File: config.mk
export PLATFORM = sky130hd
export DESIGN_NAME = quad_enc_bank_flat
export DESIGN_NICKNAME = d
export VERILOG_FILES = /design/src/rtl/quad_enc_bank_if.sv /design/src/rtl/quad_enc_bank.sv /design/src/flat_wrapper.sv
export SDC_FILE = /design/constraint.sdc
export NUM_CORES = 1
export LEC_CHECK = 0
export BUFFER_PORTS_ARGS = -buffer_cell sky130_fd_sc_hd__buf_2
export CORE_AREA = 2 2 122 112
export DETAILED_ROUTE_END_ITERATION = 7
export DIE_AREA = 0 0 124 114
export PLACE_DENSITY_LB_ADDON = 0.15
export SYNTH_ARGS = -nofsm -noshare
export SYNTH_HDL_FRONTEND = slang
export SYNTH_SLANG_ARGS = --single-unit
File: constraint.sdc
create_clock -name clk -period 4.9 [get_ports clk]
set_input_delay 0.98 -clock clk [delete_from_list [all_inputs] [get_ports clk]]
set_output_delay 0.98 -clock clk [all_outputs]
set_load 0.05 [all_outputs]
File: src/rtl/quad_enc_bank_if.sv
`default_nettype none
// ============================================================================
//  Module   : quad_enc_bank_if
//  Purpose  : Polled read port of the quadrature encoder bank. The core
//             (master) issues a one-cycle read strobe with an address. The
//             bank (slave) answers one cycle later with a qualified data word.
//  Signals  : rd_en    master->slave  read strobe, one cycle
//             rd_sel   master->slave  read address (4 bits)
//             rd_data  slave->master  read data (16 bits), held until next read
//             rd_valid slave->master  one-cycle pulse qualifying rd_data
//  Revision : 1.0  initial release
// ============================================================================
interface quad_enc_bank_if;
    logic        rd_en;
    logic [3:0]  rd_sel;
    logic [15:0] rd_data;
    logic        rd_valid;

    modport master (
        output rd_en,
        output rd_sel,
        input  rd_data,
        input  rd_valid
    );

    modport slave (
        input  rd_en,
        input  rd_sel,
        output rd_data,
        output rd_valid
    );
endinterface : quad_enc_bank_if
`default_nettype wire

File: src/rtl/quad_enc_bank.sv
`default_nettype none
// ============================================================================
//  Module   : quad_enc_bank
//  Purpose  : Multi-channel rotary encoder front end. Each channel has a 2-flop
//             synchroniser, a FILT_LEN-sample agreement filter on A and B, a
//             rising-edge-of-A step decoder (B selects the direction) and a
//             bounded position counter that saturates or wraps at CH_MAX.
//             Counts are exported flat. A registered read port returns
//             {moved, count} per channel and clears the sticky moved flag.
//  Optional : `define ENC_VELOCITY_EN adds per-channel signed step accumulators.
//             They are latched into velocity registers every VEL_WINDOW cycles
//             and are readable at rd_sel = 8+i.
//  Ports    : clk         system clock
//             rstBtn      asynchronous active-low reset
//             enc_a/enc_b encoder phases, one bit per channel, asynchronous
//             clr         synchronous per-channel clear of the count
//             count_flat  live counts, channel 0 in the LSBs
//             moved       sticky "stepped since last read" flags
//             rd          read port (quad_enc_bank_if.slave)
//  Revision : 1.0  initial release
// ============================================================================
module quad_enc_bank #(
    parameter int                      NUM_CH     = 3,
    parameter int                      CNT_W      = 8,
    parameter logic [NUM_CH*CNT_W-1:0] CH_MAX     = {8'd255, 8'd119, 8'd159},
    parameter int                      WRAP       = 0,
    parameter int                      FILT_LEN   = 4,
    parameter int                      VEL_WINDOW = 1000000
) (
    input  wire logic                    clk,
    input  wire logic                    rstBtn,
    input  wire logic [NUM_CH-1:0]       enc_a,
    input  wire logic [NUM_CH-1:0]       enc_b,
    input  wire logic [NUM_CH-1:0]       clr,
    output logic      [NUM_CH*CNT_W-1:0] count_flat,
    output logic      [NUM_CH-1:0]       moved,
    quad_enc_bank_if.slave               rd
);

    // A bank built outside its legal range never answers reads, so a bad
    // integration shows up at the first poll.
    localparam logic c_CFG_OK = (NUM_CH >= 1) && (NUM_CH <= 8) &&
                                (CNT_W >= 2) && (CNT_W <= 15) &&
                                (FILT_LEN >= 2) && (FILT_LEN <= 16) &&
                                (VEL_WINDOW >= 1);

    // Edges after reset release until every filter window holds real pin
    // samples: 2 synchroniser stages plus FILT_LEN-1 history stages.
    localparam int c_WARM_W = 5;
    localparam logic [c_WARM_W-1:0] c_WARM = c_WARM_W'(FILT_LEN + 1);

    logic [c_WARM_W-1:0] r_warm;
    logic                w_warm;
    logic [NUM_CH-1:0]   w_rd_clr;
    logic [15:0]         w_rd_word;
    logic [15:0]         r_rd_data;
    logic                r_rd_valid;

    assign w_warm = (r_warm == c_WARM);

    always_ff @(posedge clk or negedge rstBtn) begin
        if (!rstBtn) begin
            r_warm <= '0;
        end else if (!w_warm) begin
            r_warm <= r_warm + c_WARM_W'(1);
        end
    end

`ifdef ENC_VELOCITY_EN
    localparam int c_WIN_W = (VEL_WINDOW > 1) ? $clog2(VEL_WINDOW) : 1;

    logic [c_WIN_W-1:0]    r_win;
    logic                  w_win_tick;
    logic [NUM_CH*8-1:0]   w_vel_flat;

    assign w_win_tick = (r_win == c_WIN_W'(VEL_WINDOW - 1));

    always_ff @(posedge clk or negedge rstBtn) begin
        if (!rstBtn) begin
            r_win <= '0;
        end else if (w_win_tick) begin
            r_win <= '0;
        end else begin
            r_win <= r_win + c_WIN_W'(1);
        end
    end
`endif

    for (genvar i = 0; i < NUM_CH; i++) begin : g_ch
        logic [1:0]          r_sync_a, r_sync_b;
        logic [FILT_LEN-2:0] r_hist_a, r_hist_b;
        logic [FILT_LEN-1:0] w_win_a, w_win_b;
        logic                w_all1_a, w_all0_a, w_all1_b, w_all0_b;
        logic                r_fa, r_fa_d, r_fb, r_armed;
        logic                w_step, w_up, w_dn;
        logic [CNT_W-1:0]    w_max, r_cnt, w_cnt_nxt;
        logic                w_moves, r_moved;

        // The newest synchronised sample joins the history, so a level is
        // accepted on the same edge its FILT_LEN-th agreeing sample arrives.
        assign w_win_a  = {r_hist_a, r_sync_a[1]};
        assign w_win_b  = {r_hist_b, r_sync_b[1]};
        assign w_all1_a = &w_win_a;
        assign w_all0_a = ~|w_win_a;
        assign w_all1_b = &w_win_b;
        assign w_all0_b = ~|w_win_b;

        always_ff @(posedge clk or negedge rstBtn) begin
            if (!rstBtn) begin
                r_sync_a <= '0;
                r_sync_b <= '0;
                r_hist_a <= '0;
                r_hist_b <= '0;
                r_fa     <= 1'b0;
                r_fa_d   <= 1'b0;
                r_fb     <= 1'b0;
                r_armed  <= 1'b0;
            end else begin
                r_sync_a <= {r_sync_a[0], enc_a[i]};
                r_sync_b <= {r_sync_b[0], enc_b[i]};
                r_hist_a <= w_win_a[FILT_LEN-2:0];
                r_hist_b <= w_win_b[FILT_LEN-2:0];
                if (w_all1_b) begin
                    r_fb <= 1'b1;
                end else if (w_all0_b) begin
                    r_fb <= 1'b0;
                end
                // The first settled A level after reset is taken as the
                // baseline: both the level and its delayed copy load it, so
                // a pin that is already high does not produce a step.
                if (!r_armed) begin
                    if (w_warm && (w_all1_a || w_all0_a)) begin
                        r_armed <= 1'b1;
                        r_fa    <= w_all1_a;
                        r_fa_d  <= w_all1_a;
                    end
                end else begin
                    if (w_all1_a) begin
                        r_fa <= 1'b1;
                    end else if (w_all0_a) begin
                        r_fa <= 1'b0;
                    end
                    r_fa_d <= r_fa;
                end
            end
        end

        assign w_step = r_armed & r_fa & ~r_fa_d;
        assign w_up   = w_step & ~r_fb;
        assign w_dn   = w_step &  r_fb;
        assign w_max  = CH_MAX[i*CNT_W +: CNT_W];

        always_comb begin
            w_cnt_nxt = r_cnt;
            w_moves   = 1'b0;
            if (w_up) begin
                if (r_cnt == w_max) begin
                    if (WRAP != 0) begin
                        w_cnt_nxt = '0;
                        w_moves   = 1'b1;
                    end
                end else begin
                    w_cnt_nxt = r_cnt + CNT_W'(1);
                    w_moves   = 1'b1;
                end
            end else if (w_dn) begin
                if (r_cnt == '0) begin
                    if (WRAP != 0) begin
                        w_cnt_nxt = w_max;
                        w_moves   = 1'b1;
                    end
                end else begin
                    w_cnt_nxt = r_cnt - CNT_W'(1);
                    w_moves   = 1'b1;
                end
            end
        end

        // A step overridden by clr is not a move. A real move on the edge
        // that reads the channel keeps the flag set.
        always_ff @(posedge clk or negedge rstBtn) begin
            if (!rstBtn) begin
                r_cnt   <= '0;
                r_moved <= 1'b0;
            end else begin
                r_cnt <= clr[i] ? '0 : w_cnt_nxt;
                if (w_moves && !clr[i]) begin
                    r_moved <= 1'b1;
                end else if (w_rd_clr[i]) begin
                    r_moved <= 1'b0;
                end
            end
        end

        assign count_flat[i*CNT_W +: CNT_W] = r_cnt;
        assign moved[i]                     = r_moved;

`ifdef ENC_VELOCITY_EN
        logic signed [7:0] r_acc, r_vel, w_acc_nxt;

        // Raw steps are counted, including those the position counter blocks.
        always_comb begin
            w_acc_nxt = r_acc;
            if (w_up && (r_acc != 8'sd127)) begin
                w_acc_nxt = r_acc + 8'sd1;
            end else if (w_dn && (r_acc != -8'sd127)) begin
                w_acc_nxt = r_acc - 8'sd1;
            end
        end

        always_ff @(posedge clk or negedge rstBtn) begin
            if (!rstBtn) begin
                r_acc <= '0;
                r_vel <= '0;
            end else if (w_win_tick) begin
                r_vel <= w_acc_nxt;
                r_acc <= '0;
            end else begin
                r_acc <= w_acc_nxt;
            end
        end

        assign w_vel_flat[i*8 +: 8] = r_vel;
`endif
    end

    // Read mux; unmapped addresses return zero.
    always_comb begin
        w_rd_word = '0;
        w_rd_clr  = '0;
        for (int k = 0; k < NUM_CH; k++) begin
            if (rd.rd_sel == 4'(k)) begin
                w_rd_word[CNT_W-1:0] = count_flat[k*CNT_W +: CNT_W];
                w_rd_word[15]        = moved[k];
                w_rd_clr[k]          = rd.rd_en;
            end
`ifdef ENC_VELOCITY_EN
            if (rd.rd_sel == 4'(8 + k)) begin
                w_rd_word = {{8{w_vel_flat[k*8+7]}}, w_vel_flat[k*8 +: 8]};
            end
`endif
        end
    end

    always_ff @(posedge clk or negedge rstBtn) begin
        if (!rstBtn) begin
            r_rd_data  <= '0;
            r_rd_valid <= 1'b0;
        end else begin
            r_rd_valid <= rd.rd_en & c_CFG_OK;
            if (rd.rd_en) begin
                r_rd_data <= w_rd_word;
            end
        end
    end

    assign rd.rd_data  = r_rd_data;
    assign rd.rd_valid = r_rd_valid;

endmodule : quad_enc_bank
`default_nettype wire

File: src/flat_wrapper.sv
// flat-port wrapper written by rule: the top's interface ports become plain ports
module quad_enc_bank_flat 
#(
    parameter int                      NUM_CH     = 3,
    parameter int                      CNT_W      = 8,
    parameter logic [NUM_CH*CNT_W-1:0] CH_MAX     = {8'd255, 8'd119, 8'd159},
    parameter int                      WRAP       = 0,
    parameter int                      FILT_LEN   = 4,
    parameter int                      VEL_WINDOW = 1000000
)
  (clk, rstBtn, enc_a, enc_b, clr, count_flat, moved, rd_rd_en, rd_rd_sel, rd_rd_data, rd_rd_valid);
  quad_enc_bank_if rd_i ();
  input  wire logic clk;
  input  wire logic rstBtn;
  input  wire logic [NUM_CH-1:0] enc_a;
  input  wire logic [NUM_CH-1:0] enc_b;
  input  wire logic [NUM_CH-1:0] clr;
  output logic      [NUM_CH*CNT_W-1:0] count_flat;
  output logic      [NUM_CH-1:0] moved;
  input wire logic [$bits(rd_i.rd_en)-1:0] rd_rd_en;
  input wire logic [$bits(rd_i.rd_sel)-1:0] rd_rd_sel;
  output wire logic [$bits(rd_i.rd_data)-1:0] rd_rd_data;
  output wire logic [$bits(rd_i.rd_valid)-1:0] rd_rd_valid;
  assign rd_i.rd_en = rd_rd_en;
  assign rd_i.rd_sel = rd_rd_sel;
  assign rd_rd_data = rd_i.rd_data;
  assign rd_rd_valid = rd_i.rd_valid;
  quad_enc_bank #(.NUM_CH(NUM_CH), .CNT_W(CNT_W), .CH_MAX(CH_MAX), .WRAP(WRAP), .FILT_LEN(FILT_LEN), .VEL_WINDOW(VEL_WINDOW)) u_core (.clk(clk), .rstBtn(rstBtn), .enc_a(enc_a), .enc_b(enc_b), .clr(clr), .count_flat(count_flat), .moved(moved), .rd(rd_i));
endmodule
-- Word level (Yosys, flattened, before mapping)
Index checks and enable logic that the tools add are counted.
- flip-flop bits (word level): 84
- bits of input ports: 16
- output and inout port bits: 44
- word-level logic and storage cells: 191
- add/subtract/negate cells: 7
- eq/ne operators: 18
- mux-type cells: 69
- bitwise logic cells: 18
- reductions and logical operators: 46
- operator list (operator ; count):
    2-to-1 mux 8 bit ; 18
    2-to-1 mux 1 bit ; 51
    adder 8 x 1 -> 8 bit (second input constant) ; 3
    logical NOT 8 bit ; 3
    AND reduction 4 bit ; 6
    OR reduction 4 bit ; 6
    subtractor 8 x 1 -> 8 bit (second input constant) ; 3
    inequality test 3 x 2 -> 1 bit (second input constant) ; 6
    equality test 8 bit (second input constant) ; 2
    bitwise AND 1 bit ; 12
    nonzero test 2 bit ; 6
    inequality test 3 bit (second input constant) ; 3
    AND reduction 3 bit ; 3
    nonzero test 3 bit ; 3
    equality test 8 x 7 -> 1 bit (second input constant) ; 1
    logical AND 1 bit ; 6
    logical NOT 1 bit ; 6
    inequality test 2 x 1 -> 1 bit (second input constant) ; 3
    inverter 1 bit ; 6
    AND reduction 2 bit ; 3
    adder 5 x 1 -> 5 bit (second input constant) ; 1
    equality test 5 x 3 -> 1 bit (second input constant) ; 1
    equality test 4 x 1 -> 1 bit (second input constant) ; 1
    equality test 4 x 2 -> 1 bit (second input constant) ; 1
    2 further kinds ; 4

-- Depth between registers and ports, before layout
Gate-level depths: netlist of the first run.
- word-level depth: 7
- depth in mapped cells: 9
- depth with buffers taken out: 9

-- Least setup slack after synthesis of the first run
Ideal clock, no wire load.
- path type: register -> register
- from: register u_core.g_ch[2].r_fb
- to: register u_core.g_ch[2].r_cnt[7]
- library setup time: 0.139 ns
- arrival time: 2.612 ns
- required time: 4.761 ns
- path slack: 2.149 ns
- cell stages (with the launch flop): 8
- buffers on the path: 0
- clock period less this slack: 2.751 ns
- path through: dfrtp_1 or3_4 ha_1 a211oi_1 nor3_1 a211oi_1 mux2_2 or4_4
- word-level cells in the longest chain between the ends: 4
- elaborated cells between the ends (all ways): 9
- classes of those cells: eq/ne: 2; mux: 2; bitwise: 3; reduce/logical: 2
- RTL lines (item ; line ; RTL):
    from (decl) ; quad_enc_bank.sv:94 ; logic r_fa, r_fa_d, r_fb, r_armed;
    from (signal assigned) ; quad_enc_bank.sv:116 ; r_fb <= 1'b0;
    from (signal assigned) ; quad_enc_bank.sv:124 ; r_fb <= 1'b1;
    from (signal assigned) ; quad_enc_bank.sv:126 ; r_fb <= 1'b0;
    inverter 1 bit ; quad_enc_bank.sv:149 ; assign w_up = w_step & ~r_fb;
    bitwise AND 1 bit ; quad_enc_bank.sv:149 ;
    inequality test 3 bit (no line), or another cell as far along ; - ;
    AND reduction 3 bit (no line) or 2-to-1 mux 8 bit (tied branches) ; - ;
    to (signal assigned) ; quad_enc_bank.sv:186 ; r_cnt <= clr[i] ? '0 : w_cnt_nxt;
    to (decl) ; quad_enc_bank.sv:96 ; logic [CNT_W-1:0] w_max, r_cnt, w_cnt_nxt;
Several ways; a longest one is shown, not always the timed one.
A chain may end at the register's enable or synchronous reset.

-- Worst setup path in the final report of the first run
Ends and elaborated chain as after synthesis.

==> summary.md, run 1 <==
| Metric | Value |
|---|---|
| Final setup fails | 0 |
| Post-Route WL | 10380 um |
| Vias in the first global route | 3446 |
| CTS buffer count | 9 |
| FF-to-FF Start | u_core.g_ch[2].r_fb$_DFFE_PN0P_ |
| Worst Path Arrival | 3.27 ns |
| Fmax | 327.9 MHz |
| Delay-heaviest family, CP | simple AND/OR/NAND/NOR gates |
| Die Width | 124 um |
| Avg WL per Cell | 15.52 um |
| CP Class | reg -> reg |
| MaxCap Viol Count | 0 |
| Routability cong. | 0.8797 |
| Yosys top cell area share | 47.36% |
| PostCTS Resize Cnt | 0 |
| CTS Buffer Depth | 2 |
| Data required, critical path | 5.12 ns |
| Register bit total from synthesis | 84 |
| Synth Warn # | 0 |
| Initial antenna violation count | 0 |
| Critical Path Max Stage Delay | 0.47 ns |
| GRT Residual Overflow | 0 |
| Worst-path clk slew | 0.06 ns |
| Skew final | 0.007908 ns |
| Post-layout minimum cycle time | 3.050 ns |
| Slew Limit Fails | 0 |
| Placed Instances | 653 |
| DR iter-0 viols | 217 |
| Worst vdd ir | 0.1799 mV |
| Fin crit share | 62.24% |
| Post-CTS setup buffers | 0 |
| Syn Inst Count | 444 |
| CP max stage cell | or3_4 |
| Ant diodes | 0 |
| Status | completed |
| GRT Util Overall | 15.89% |
| I/O Buffers | 52 |
| Design area | 5144 um2 |
| Worst-margin pin slew | 1.021 ns |
| Ys flop type | dfrtp_1 |
| Die ar. | 14140 um2 |
| Async set or reset register ratio after synthesis | 100.0% |
| CP Launch Type | flop |
| Avg Cell Area, Syn | 9.996 um2 |
| Clock sink total | 84 |
| CP Launch Point | u_core.g_ch[2].r_fb$_DFFE_PN0P_ |
| Dpl cell area | 4843 um2 |
| CORE AREA | 13010 um2 |
| Vias per inst | 5.271 |
| Clock Latency Late Sink | 0.35 ns |
| Initial Util | 34.11% |
| Detail Route Antenna Nets | 0 |
| Htree depth | 3 |
| HP Start | u_core.g_ch[2].r_sync_a[0]$_DFF_PN0_ |
| Area growth syn-to-layout | 15.90% |
| Pwr Total | 2.176 mW |
| CP bufs+invs | 0 |
| Pre-antenna DRT Iters | 4 |
| Synth area leader | dfrtp_1 |
| Site row count | 40 |
| Leakage power | 2.289 nW |
| Hold buffers post-CTS | 0 |
| Post-synth EDFFs | 0 |
| CTS root buf | clkbuf_16 |
| PD cells | 423.1 nW/um2 |
| RSZ-0062 raised after global routing | no |
| Final hold vios | 0 |
| TNS Setup | 0 ns |
| Top cell by count, worst path | a211oi_1 |
| First-pass GRT wire length | 17420 um |
| Non-filler cells, final | 669 |
| CTS tree | built |
| Max_slew headroom | 31.65% |
| Final #Nets | 535 |
| Yosys cell types | 60 |
| Post-route DRC | 0 |
| Largest net degree at the start of global routing | 48 |
| Worst Hold Class | reg -> reg |
| Filler cells | 1297 |
| Vias | 3526 |
| Die Y-Extent | 114 um |
| Io pins | 60 |
| Ranking of synthesized cells by area | dfrtp_1, ha_1, nor2_1, nand2_1, a21oi_1 |
| Sequential area share after synthesis | 47.36% |
| Cell breakdown of the critical path | or3_4, ha_1, a211oi_1, nor3_1, a211oi_1, mux2_2, or4_4 |
| CP max FO | 9 |
| HPWL Detailed | 7438 um |
| Cell Area, Synth | 4438 um2 |
| Layout cells sized above 1 | 17.17% |
| Crit end category | flop |
-- synthesized netlist by cell type, types with 3 or more instances --
| master | number |
|---|---|
| dfrtp_1 | 84 |
| nor2_1 | 45 |
| nand2_1 | 38 |
| a21oi_1 | 27 |
| ha_1 | 20 |
| o21ai_0 | 20 |
| a31oi_1 | 13 |
| inv_1 | 13 |
| nand3_1 | 12 |
| nor2b_1 | 12 |
| mux2i_1 | 11 |
| xnor2_1 | 11 |
| buf_4 | 10 |
| nor3_1 | 10 |
| a21o_1 | 9 |
| a22oi_1 | 9 |
| or3_1 | 8 |
| clkbuf_1 | 7 |
| nand4_1 | 7 |
| a211oi_1 | 6 |
| nor4_1 | 6 |
| o21a_1 | 6 |
| mux2_2 | 4 |
| a41oi_1 | 3 |
| fa_1 | 3 |
| o31a_1 | 3 |
| o31ai_1 | 3 |
| or4_1 | 3 |
-- cell families after synthesis --
logic type	synth area share, %
AO/OA/AOI/OAI	16.97
XOR/XNOR	2.368
adder cells (fa/ha/maj)	6.992
buffers and inverters	3.609
flip-flops	47.36
multiplexers	3.496
other	0.08450
AND/OR/NAND/NOR	19.11
-- final cells by class --
class / count / area, um2 / share of cell area, %
repair buffers: 54 / 277.8 / 5.400
multi-input cells: 334 / 2205 / 42.86
clock inverters: 7 / 75.07 / 1.459
inverters: 13 / 48.80 / 0.9487
flip-flops and latches: 84 / 2102 / 40.87
well taps: 168 / 210.2 / 4.087
clock buffers: 9 / 225.2 / 4.378
-- layout by cell type (no fill, tap or decap), drive strengths merged, types with 4 or more instances in the layout --
cell,n
or4,5
nor2b,12
conb,7
nor3,10
a211oi,6
a21o,9
ha,20
a21oi,27
a31oi,13
nand2,38
nor4,7
clkbuf,9
nand4,7
nor2,45
or3,9
xnor2,11
mux2i,11
buf,54
nand3,13
a22oi,9
o21ai,21
dfrtp,84
o21a,6
mux2,4
inv,15
-- metal layers --
metal,share of wire (%),GRT usage [%],vias to the layer above
li1,-,-,1717
met1,49,22.04,1697
met2,44,23.92,97
met3,5.2,4.950,15
met4,1.7,4.569,0
met5,0,0,-
-- through the flow --
stage	worst slack, ns	utilization [%]	hold WS [ns]
6_report	1.850	39.53	0.3474
3_5_place_dp	1.888	37.22	0.3364
4_1_cts	1.867	39.53	0.3504
5_1_grt	1.617	39.53	0.3603
2_1_floorplan	2.149	-	0.3312
3_3_place_gp	2.026	37.22	0.3338
-- flip-flops by register name, summed over array words and instances, names as in the netlist --
register	flops
u_core.g_ch.r_cnt	24
u_core.g_ch.r_hist_a	9
u_core.g_ch.r_hist_b	9
u_core.rd.rd_data	9
u_core.g_ch.r_sync_a	6
u_core.g_ch.r_sync_b	6
u_core.r_warm	5
u_core.g_ch.r_armed	3
u_core.g_ch.r_fa	3
u_core.g_ch.r_fa_d	3
u_core.g_ch.r_fb	3
u_core.g_ch.r_moved	3
u_core.rd.rd_valid	1
-- path summary, 6_finish.rpt --
| check | endpoint | slack [ns] | cells after the start |
|---|---|---|---|
| max in group asynchronous | u_core.rd.rd_data[1]$_DFFE_PN0P_ | 3.34 | 2 |
| max | u_core.g_ch[2].r_cnt[7]$_DFFE_PN0P_ | 1.85 | 7 |
| min | u_core.g_ch[2].r_sync_a[1]$_DFF_PN0_ | 0.35 | 0 |
| min reg2reg | u_core.g_ch[2].r_sync_a[1]$_DFF_PN0_ | 0.35 | 0 |
| max reg2reg | u_core.g_ch[2].r_cnt[7]$_DFFE_PN0P_ | 1.85 | 7 |
| min in group asynchronous | u_core.g_ch[0].r_sync_a[0]$_DFF_PN0_ | 0.64 | 1 |
-- power breakdown --
group	internal (mW)	switching (mW)	total, mW	leakage (nW)
sequential	0.755	0.0875	0.843	1.02
combinational	0.227	0.424	0.651	1.13
clock	0.397	0.286	0.683	0.138
(Power assumes the default switching activity.)
==> inputs of run 2 (changes only) <==
==> constraint.sdc (replaced) <==
create_clock -name clk -period 3.1 [get_ports clk]
set_input_delay 0.62 -clock clk [delete_from_list [all_inputs] [get_ports clk]]
set_output_delay 0.62 -clock clk [all_outputs]
set_load 0.05 [all_outputs]
==> summary.md, run 2 (synthesis gave the netlist of run 1 again) <==
| Metric | Value |
|---|---|
| Status | completed (unchanged) |
| Pwr Total | 3.463 mW (was 2.176 mW) |
| Post-Route WL | 10200 um (was 10380 um) |
| Routability cong. | 0.8454 (was 0.8797) |
| Leakage power | 2.334 nW (was 2.289 nW) |
| CTS tree | built (unchanged) |
| Hold Worst Slack | 0.2874 ns (was 0.3474 ns) |
| Ant diodes | 0 (unchanged) |
| Fmax | 349.2 MHz (was 327.9 MHz) |
| Die Y-Extent | 114 um (unchanged) |
| Worst vdd ir | 0.2698 mV (was 0.1799 mV) |
| CP Class | reg -> reg (unchanged) |
| Data required, critical path | 3.31 ns (was 5.12 ns) |
| Area growth syn-to-layout | 17.59% (was 15.90%) |
| RSZ-0062 raised after global routing | no (unchanged) |
| CTS buffer count | 9 (unchanged) |
| Max_slew headroom | 40.98% (was 31.65%) |
| Post-route DRC | 0 (unchanged) |
| Skew final | 0.006903 ns (was 0.007908 ns) |
| Post-layout minimum cycle time | 2.863 ns (was 3.050 ns) |
| MaxCap Viol Count | 0 (unchanged) |
| Avg WL per Cell | 15.08 um (was 15.52 um) |
| Io pins | 60 (unchanged) |
| Post-layout util | 40.11% (was 39.53%) |
| Detail Route Antenna Nets | 0 (unchanged) |
| CTS root buf | clkbuf_16 (unchanged) |
| Placed Instances | 660 (was 653) |
| Largest register by flop count | u_core.g_ch.r_cnt (unchanged) |
| CTS Buffer Depth | 2 (unchanged) |
| GRT Util Overall | 15.68% (was 15.89%) |
| Clock sink total | 84 (unchanged) |
| Worst Hold Class | in -> async (was reg -> reg) |
| Crit end category | flop (unchanged) |
| Slew Limit Fails | 0 (unchanged) |
| Vias in the first global route | 3366 (was 3446) |
| Worst-path clk slew | 0.06 ns (about the same) |
| CORE AREA | 13010 um2 (unchanged) |
| Largest net degree at the start of global routing | 49 (was 48) |
| HPWL Detailed | 7364 um (was 7438 um) |
| Site row count | 40 (unchanged) |
| DR iter-0 viols | 290 (was 217) |
| Worst Path Arrival | 3.08 ns (was 3.27 ns) |
| Die ar. | 14140 um2 (unchanged) |
| CP Launch Type | flop (unchanged) |
| I/O Buffers | 52 (unchanged) |
| PD cells | 663.6 nW/um2 (was 423.1 nW/um2) |
| Filler cells | 1324 (was 1297) |
| Die Width | 124 um (unchanged) |
| Layout cells sized above 1 | 18.11% (was 17.17%) |
| Htree depth | 3 (unchanged) |
| Commonest non-fill, non-tap cell in the layout | dfrtp_1 (unchanged) |
| First-pass GRT wire length | 17240 um (was 17420 um) |
| Final hold vios | 0 (unchanged) |
| Fin crit share | 92.37% (was 62.24%) |
| GRT Residual Overflow | 0 (unchanged) |
| Initial antenna violation count | 0 (unchanged) |
| Final setup fails | 0 (unchanged) |
| Pre-antenna DRT Iters | 4 (unchanged) |
| Initial Util | 34.11% (unchanged) |
| Most frequent cells in the layout | dfrtp_1, buf_2, nor2_1, nand2_1, a21oi_1 (unchanged) |
| Non-filler cells, final | 676 (was 669) |
| Hold buffers post-CTS | 0 (unchanged) |
| Vias per inst | 5.241 (was 5.271) |
| Vias | 3543 (was 3526) |
| Worst-margin pin slew | 0.8727 ns (was 1.021 ns) |
| Final #Nets | 542 (was 535) |
| TNS Setup | 0 ns (unchanged) |
| Number of flip-flops in the largest register | 24 (unchanged) |
| CP max FO | 9 (unchanged) |
| Clock Latency Late Sink | 0.34 ns (was 0.35 ns) |
==> run 2: cell types whose count changed in the layout (fill, tap and decap cells not counted) <==
cell / previous run / this run
clkinvlp_4: 3 / 2
buf_4: 3 / 9
clkinv_2: 1 / 0
a211oi_1: 6 / 5
buf_12: 0 / 1
inv_6: 2 / 0
clkbuf_8: 0 / 2
a211oi_2: 0 / 1
clkbuf_1: 0 / 2
==> run 2: metrics by stage <==
| stage | cell area (um2) | worst slack (ns) |
|---|---|---|
| 2_1_floorplan | 4461 | 0.3490 |
| 3_3_place_gp | 4908 | 0.1842 |
| 3_5_place_dp | 4908 | 0.1541 |
| 4_1_cts | 5214 | 0.1578 |
| 5_1_grt | 5219 | 0.03830 |
| 6_report | 5219 | 0.2366 |
==> run 2: layer usage <==
metal  wire (um)  global-route usage [%]  up-vias
li1            -                       -     1739
met1        5055                   22.32     1710
met2        4475                   23.44       85
met3         579                   4.550        9
met4          86                   4.045        0
met5           0                       0        -
==> run 2: repair_timing <==
action / CTS / global route
endpoints found under the hold margin: 0 / 0
gates resized for setup: 0 / 1
setup buffers: 0 / 0
setup endpoints to repair: 0 / 1
==> run 2: area by class of cell <==
| type | count | area, um2 | area share [%] |
|---|---|---|---|
| clock buffers | 13 | 260.3 | 4.987 |
| clock inverters | 3 | 45.04 | 0.8631 |
| inverters | 13 | 48.80 | 0.9350 |
| multi-input cells | 334 | 2210 | 42.34 |
| flip-flops and latches | 84 | 2102 | 40.28 |
| well taps | 168 | 210.2 | 4.028 |
| repair buffers | 61 | 342.8 | 6.569 |
==> run 2: final timing paths <==
path	slack, ns	startpoint	cells past startpoint	end
worst max-delay path	0.24	u_core.g_ch[2].r_fb$_DFFE_PN0P_	7	u_core.g_ch[2].r_cnt[7]$_DFFE_PN0P_
worst min-delay path	0.29	rstBtn	1	u_core.g_ch[0].r_sync_a[0]$_DFF_PN0_
worst max register to register	0.24	u_core.g_ch[2].r_fb$_DFFE_PN0P_	7	u_core.g_ch[2].r_cnt[7]$_DFFE_PN0P_
worst min register to register	0.35	u_core.g_ch[0].r_sync_b[0]$_DFF_PN0_	0	u_core.g_ch[0].r_sync_b[1]$_DFF_PN0_
max in group asynchronous	2.19	rstBtn	2	u_core.g_ch[1].r_cnt[4]$_DFFE_PN0P_
min in group clk	0.35	u_core.g_ch[0].r_sync_b[0]$_DFF_PN0_	0	u_core.g_ch[0].r_sync_b[1]$_DFF_PN0_
==> run 2: report_power, final <==
part | internal (mW) | total (mW) | switching [mW] | leakage [nW]
combinational | 0.369 | 1.04 | 0.670 | 1.18
clock | 0.669 | 1.10 | 0.430 | 0.142
sequential | 1.19 | 1.32 | 0.131 | 1.02
total | 2.23 | 3.46 | 1.23 | 2.33
==> run 2: critical path, cell delays in order (launching register included) <==
cell and delay [ns]:
dfrtp_1 0.42, or3_4 0.47, ha_1 0.34, o21ai_0 0.27, nor3_1 0.09, a211oi_1 0.30
mux2_2 0.38, or4_4 0.46
==> inputs of run 3 (changes only) <==
--- a/config.mk
+++ b/config.mk
@@ -5,6 +5,7 @@
 export SDC_FILE = /design/constraint.sdc
 export NUM_CORES = 1
 export LEC_CHECK = 0
+export ABC_AREA = 1
 export BUFFER_PORTS_ARGS = -buffer_cell sky130_fd_sc_hd__buf_2
 export CORE_AREA = 2 2 122 112
 export DETAILED_ROUTE_END_ITERATION = 7
==> summary.md, run 3 <==
| Metric | Value |
|---|---|
| CP Launch Type | flop (unchanged) |
| Yosys top cell area share | 47.44% (was 47.36%) |
| Detail Route Antenna Nets | 0 (unchanged) |
| CTS tree | built (unchanged) |
| Largest net degree at the start of global routing | 55 (was 49) |
| Number of flip-flops in the largest register | 24 (unchanged) |
| Synth Warn # | 0 (unchanged) |
| Most frequent cells in the layout | nand2_1, dfrtp_1, inv_1, nor2_1, buf_2 (was dfrtp_1, buf_2, nor2_1, nand2_1, a21oi_1) |
| Post-Route WL | 10150 um (was 10200 um) |
| I/O Buffers | 52 (unchanged) |
| Die Width | 124 um (unchanged) |
| Cell Area, Synth | 4430 um2 (was 4438 um2) |
| Sequential area share after synthesis | 47.44% (was 47.36%) |
| Worst-path clk slew | 0.06 ns (about the same) |
| Post-synth EDFFs | 0 (unchanged) |
| Yosys cell types | 35 (was 60) |
| Final hold vios | 0 (unchanged) |
| Top cell by count, worst path | nand2_1 |
| Initial Util | 34.05% (was 34.11%) |
| TNS Setup | 0 ns (unchanged) |
| Crit end category | flop (unchanged) |
| CP max FO | 9 (unchanged) |
| Layout cells sized above 1 | 14.67% (was 18.11%) |
| Data required, critical path | 3.35 ns (was 3.31 ns) |
| Register bit total from synthesis | 84 (unchanged) |
| Largest register by flop count | u_core.g_ch.r_cnt (unchanged) |
| Vias | 3621 (was 3543) |
| Post-CTS setup buffers | 0 (unchanged) |
| HPWL Detailed | 7693 um (was 7364 um) |
| Worst Hold Class | in -> async (unchanged) |
| Skew final | 0.009498 ns (was 0.006903 ns) |
| Synth area leader | dfrtp_1 (unchanged) |
| Delay-heaviest family, CP | simple AND/OR/NAND/NOR gates (unchanged) |
| First-pass GRT wire length | 17410 um (was 17240 um) |
| Post-route setup slack | 0.9766 ns (was 0.2366 ns) |
| Area used by multi-input combinational logic | 2049 um2 (was 2210 um2) |
| Worst R2R Path Depth | 10 (was 7) |
| Max_slew headroom | 53.08% (was 40.98%) |
| Io pins | 60 (unchanged) |
| Ant diodes | 0 (unchanged) |
| Filler cells | 1393 (was 1324) |
| Leakage power | 2.576 nW (was 2.334 nW) |
| Post-layout minimum cycle time | 2.123 ns (was 2.863 ns) |
| Die Y-Extent | 114 um (unchanged) |
| DR iter-0 viols | 254 (was 290) |
| Clock Latency Late Sink | 0.34 ns (about the same) |
| PD cells | 1041 nW/um2 (was 663.6 nW/um2) |
| Hold buffers post-CTS | 0 (unchanged) |
| CP Class | reg -> reg (unchanged) |
| Worst-margin pin slew | 0.7037 ns (was 0.8727 ns) |
| Status | completed (unchanged) |
| Placed Instances | 746 (was 660) |
| Worst Path Arrival | 2.38 ns (was 3.08 ns) |
| CP bufs+invs | 0 (unchanged) |
| CORE AREA | 13010 um2 (unchanged) |
| Avg WL per Cell | 13.34 um (was 15.08 um) |
| Ys flop type | dfrtp_1 (unchanged) |
| Ranking of synthesized cells by area | dfrtp_1, nand2_1, ha_1, inv_1, nand3_1 (was dfrtp_1, ha_1, nor2_1, nand2_1, a21oi_1) |
| Clock sink total | 84 (unchanged) |
| Async set or reset register ratio after synthesis | 100.0% (unchanged) |
| MaxCap Viol Count | 0 (unchanged) |
| CP max stage cell | ha_1 (was or3_4) |
| RSZ-0062 raised after global routing | no (unchanged) |
| CTS buffer count | 9 (unchanged) |
| Most common cell in the netlist | nand2_1 (was dfrtp_1) |
| Commonest cells post-synth | nand2_1, dfrtp_1, inv_1, nor2_1 (was dfrtp_1, nor2_1, nand2_1, a21oi_1) |
| Levels on crit path | 10 (was 7) |
| Slew Limit Fails | 0 (unchanged) |
| DP Worst Slack | 0.9872 ns (was 0.1541 ns) |
| Syn Inst Count | 531 (was 444) |
| CTS root buf | clkbuf_16 (unchanged) |
| Routability cong. | 0.8856 (was 0.8454) |
| Initial antenna violation count | 0 (unchanged) |
| Non-filler cells, final | 761 (was 676) |
| GRT Residual Overflow | 0 (unchanged) |
| Sequential Area | 2102 um2 (unchanged) |
| Avg Cell Area, Syn | 8.344 um2 (was 9.996 um2) |
| Vias in the first global route | 3470 (was 3366) |
| Worst vdd ir | 0.6422 mV (was 0.2698 mV) |
| Vias per inst | 4.758 (was 5.241) |
| Site row count | 40 (unchanged) |
| Final setup fails | 0 (unchanged) |
| Die ar. | 14140 um2 (unchanged) |
| Final #Nets | 628 (was 542) |
| Cell breakdown of the critical path | nand2_1, nor2_1, nand2_1, ha_1, or2_2, nand3b_1, nand2_1, nand2_1, nand2_1, o21ai_0 (was or3_4, ha_1, o21ai_0, nor3_1, a211oi_1, mux2_2, or4_4) |
| PostCTS Resize Cnt | 0 (unchanged) |
| Post-route DRC | 0 (unchanged) |
| Critical Path Max Stage Delay | 0.40 ns (was 0.47 ns) |
| Area growth syn-to-layout | 16.38% (was 17.59%) |
| Fin crit share | 68.50% (was 92.37%) |
| GRT Util Overall | 15.97% (was 15.68%) |
| Htree depth | 3 (unchanged) |
| CTS Buffer Depth | 2 (unchanged) |
| Commonest non-fill, non-tap cell in the layout | nand2_1 (was dfrtp_1) |
| Pre-antenna DRT Iters | 4 (unchanged) |
| Fmax | 470.9 MHz (was 349.2 MHz) |
-- run 3: worst paths after layout --
path / end / slack [ns] / start
max in group asynchronous: u_core.g_ch[2].r_moved$_DFFE_PN0P_ / 2.04 / rstBtn
worst min register to register: u_core.g_ch[0].r_sync_a[1]$_DFF_PN0_ / 0.35 / u_core.g_ch[0].r_sync_a[0]$_DFF_PN0_
worst max-delay path: u_core.g_ch[2].r_cnt[6]$_DFFE_PN0P_ / 0.98 / u_core.g_ch[2].r_armed$_DFF_PN0_
min in group clk: u_core.g_ch[0].r_sync_a[1]$_DFF_PN0_ / 0.35 / u_core.g_ch[0].r_sync_a[0]$_DFF_PN0_
worst max register to register: u_core.g_ch[2].r_cnt[6]$_DFFE_PN0P_ / 0.98 / u_core.g_ch[2].r_armed$_DFF_PN0_
worst min-delay path: u_core.g_ch[1].r_sync_a[0]$_DFF_PN0_ / 0.33 / rstBtn
-- run 3: cells by family after synthesis --
kind of cell	count (synthesis)	synth area share, %
AND/OR/NAND/NOR	265	27.14
flip-flops	84	47.44
AO/OA/AOI/OAI	78	9.545
buffers and inverters	70	6.806
adder cells (fa/ha/maj)	23	7.004
XOR/XNOR	10	1.977
other	1	0.08464
-- run 3: cell type report --
cell class | instances | area share [%]
flip-flops and latches | 84 | 40.77
multi-input cells | 383 | 39.75
repair buffers | 54 | 5.387
clock buffers | 12 | 4.975
inverters | 57 | 4.149
well taps | 168 | 4.077
clock inverters | 3 | 0.8978
-- run 3: power breakdown --
part / internal (mW) / total (mW) / switching (mW)
logic: 0.842 / 2.69 / 1.85
registers: 1.30 / 1.60 / 0.291
clock network: 0.665 / 1.08 / 0.414
total: 2.81 / 5.37 / 2.56
-- run 3: layer usage --
metal,vias up,global-route usage (%),part of all wire (%)
met5,-,0,0
met3,5,4.300,4.3
met2,61,23.59,45
li1,1845,-,-
met1,1710,23.32,50
met4,0,3.820,0.53
-- run 3: through the flow --
step           instance area, um2  util, %  power, mW  hold WS, ns
3_3_place_gp                 4853    37.30      4.291       0.3372
5_1_grt                      5156    39.63      5.886       0.3559
3_5_place_dp                 4853    37.30      4.317       0.3356
4_1_cts                      5156    39.63      5.428       0.3501
2_1_floorplan                4453        -      3.697       0.3244
6_report                     5156    39.63      5.369       0.3333
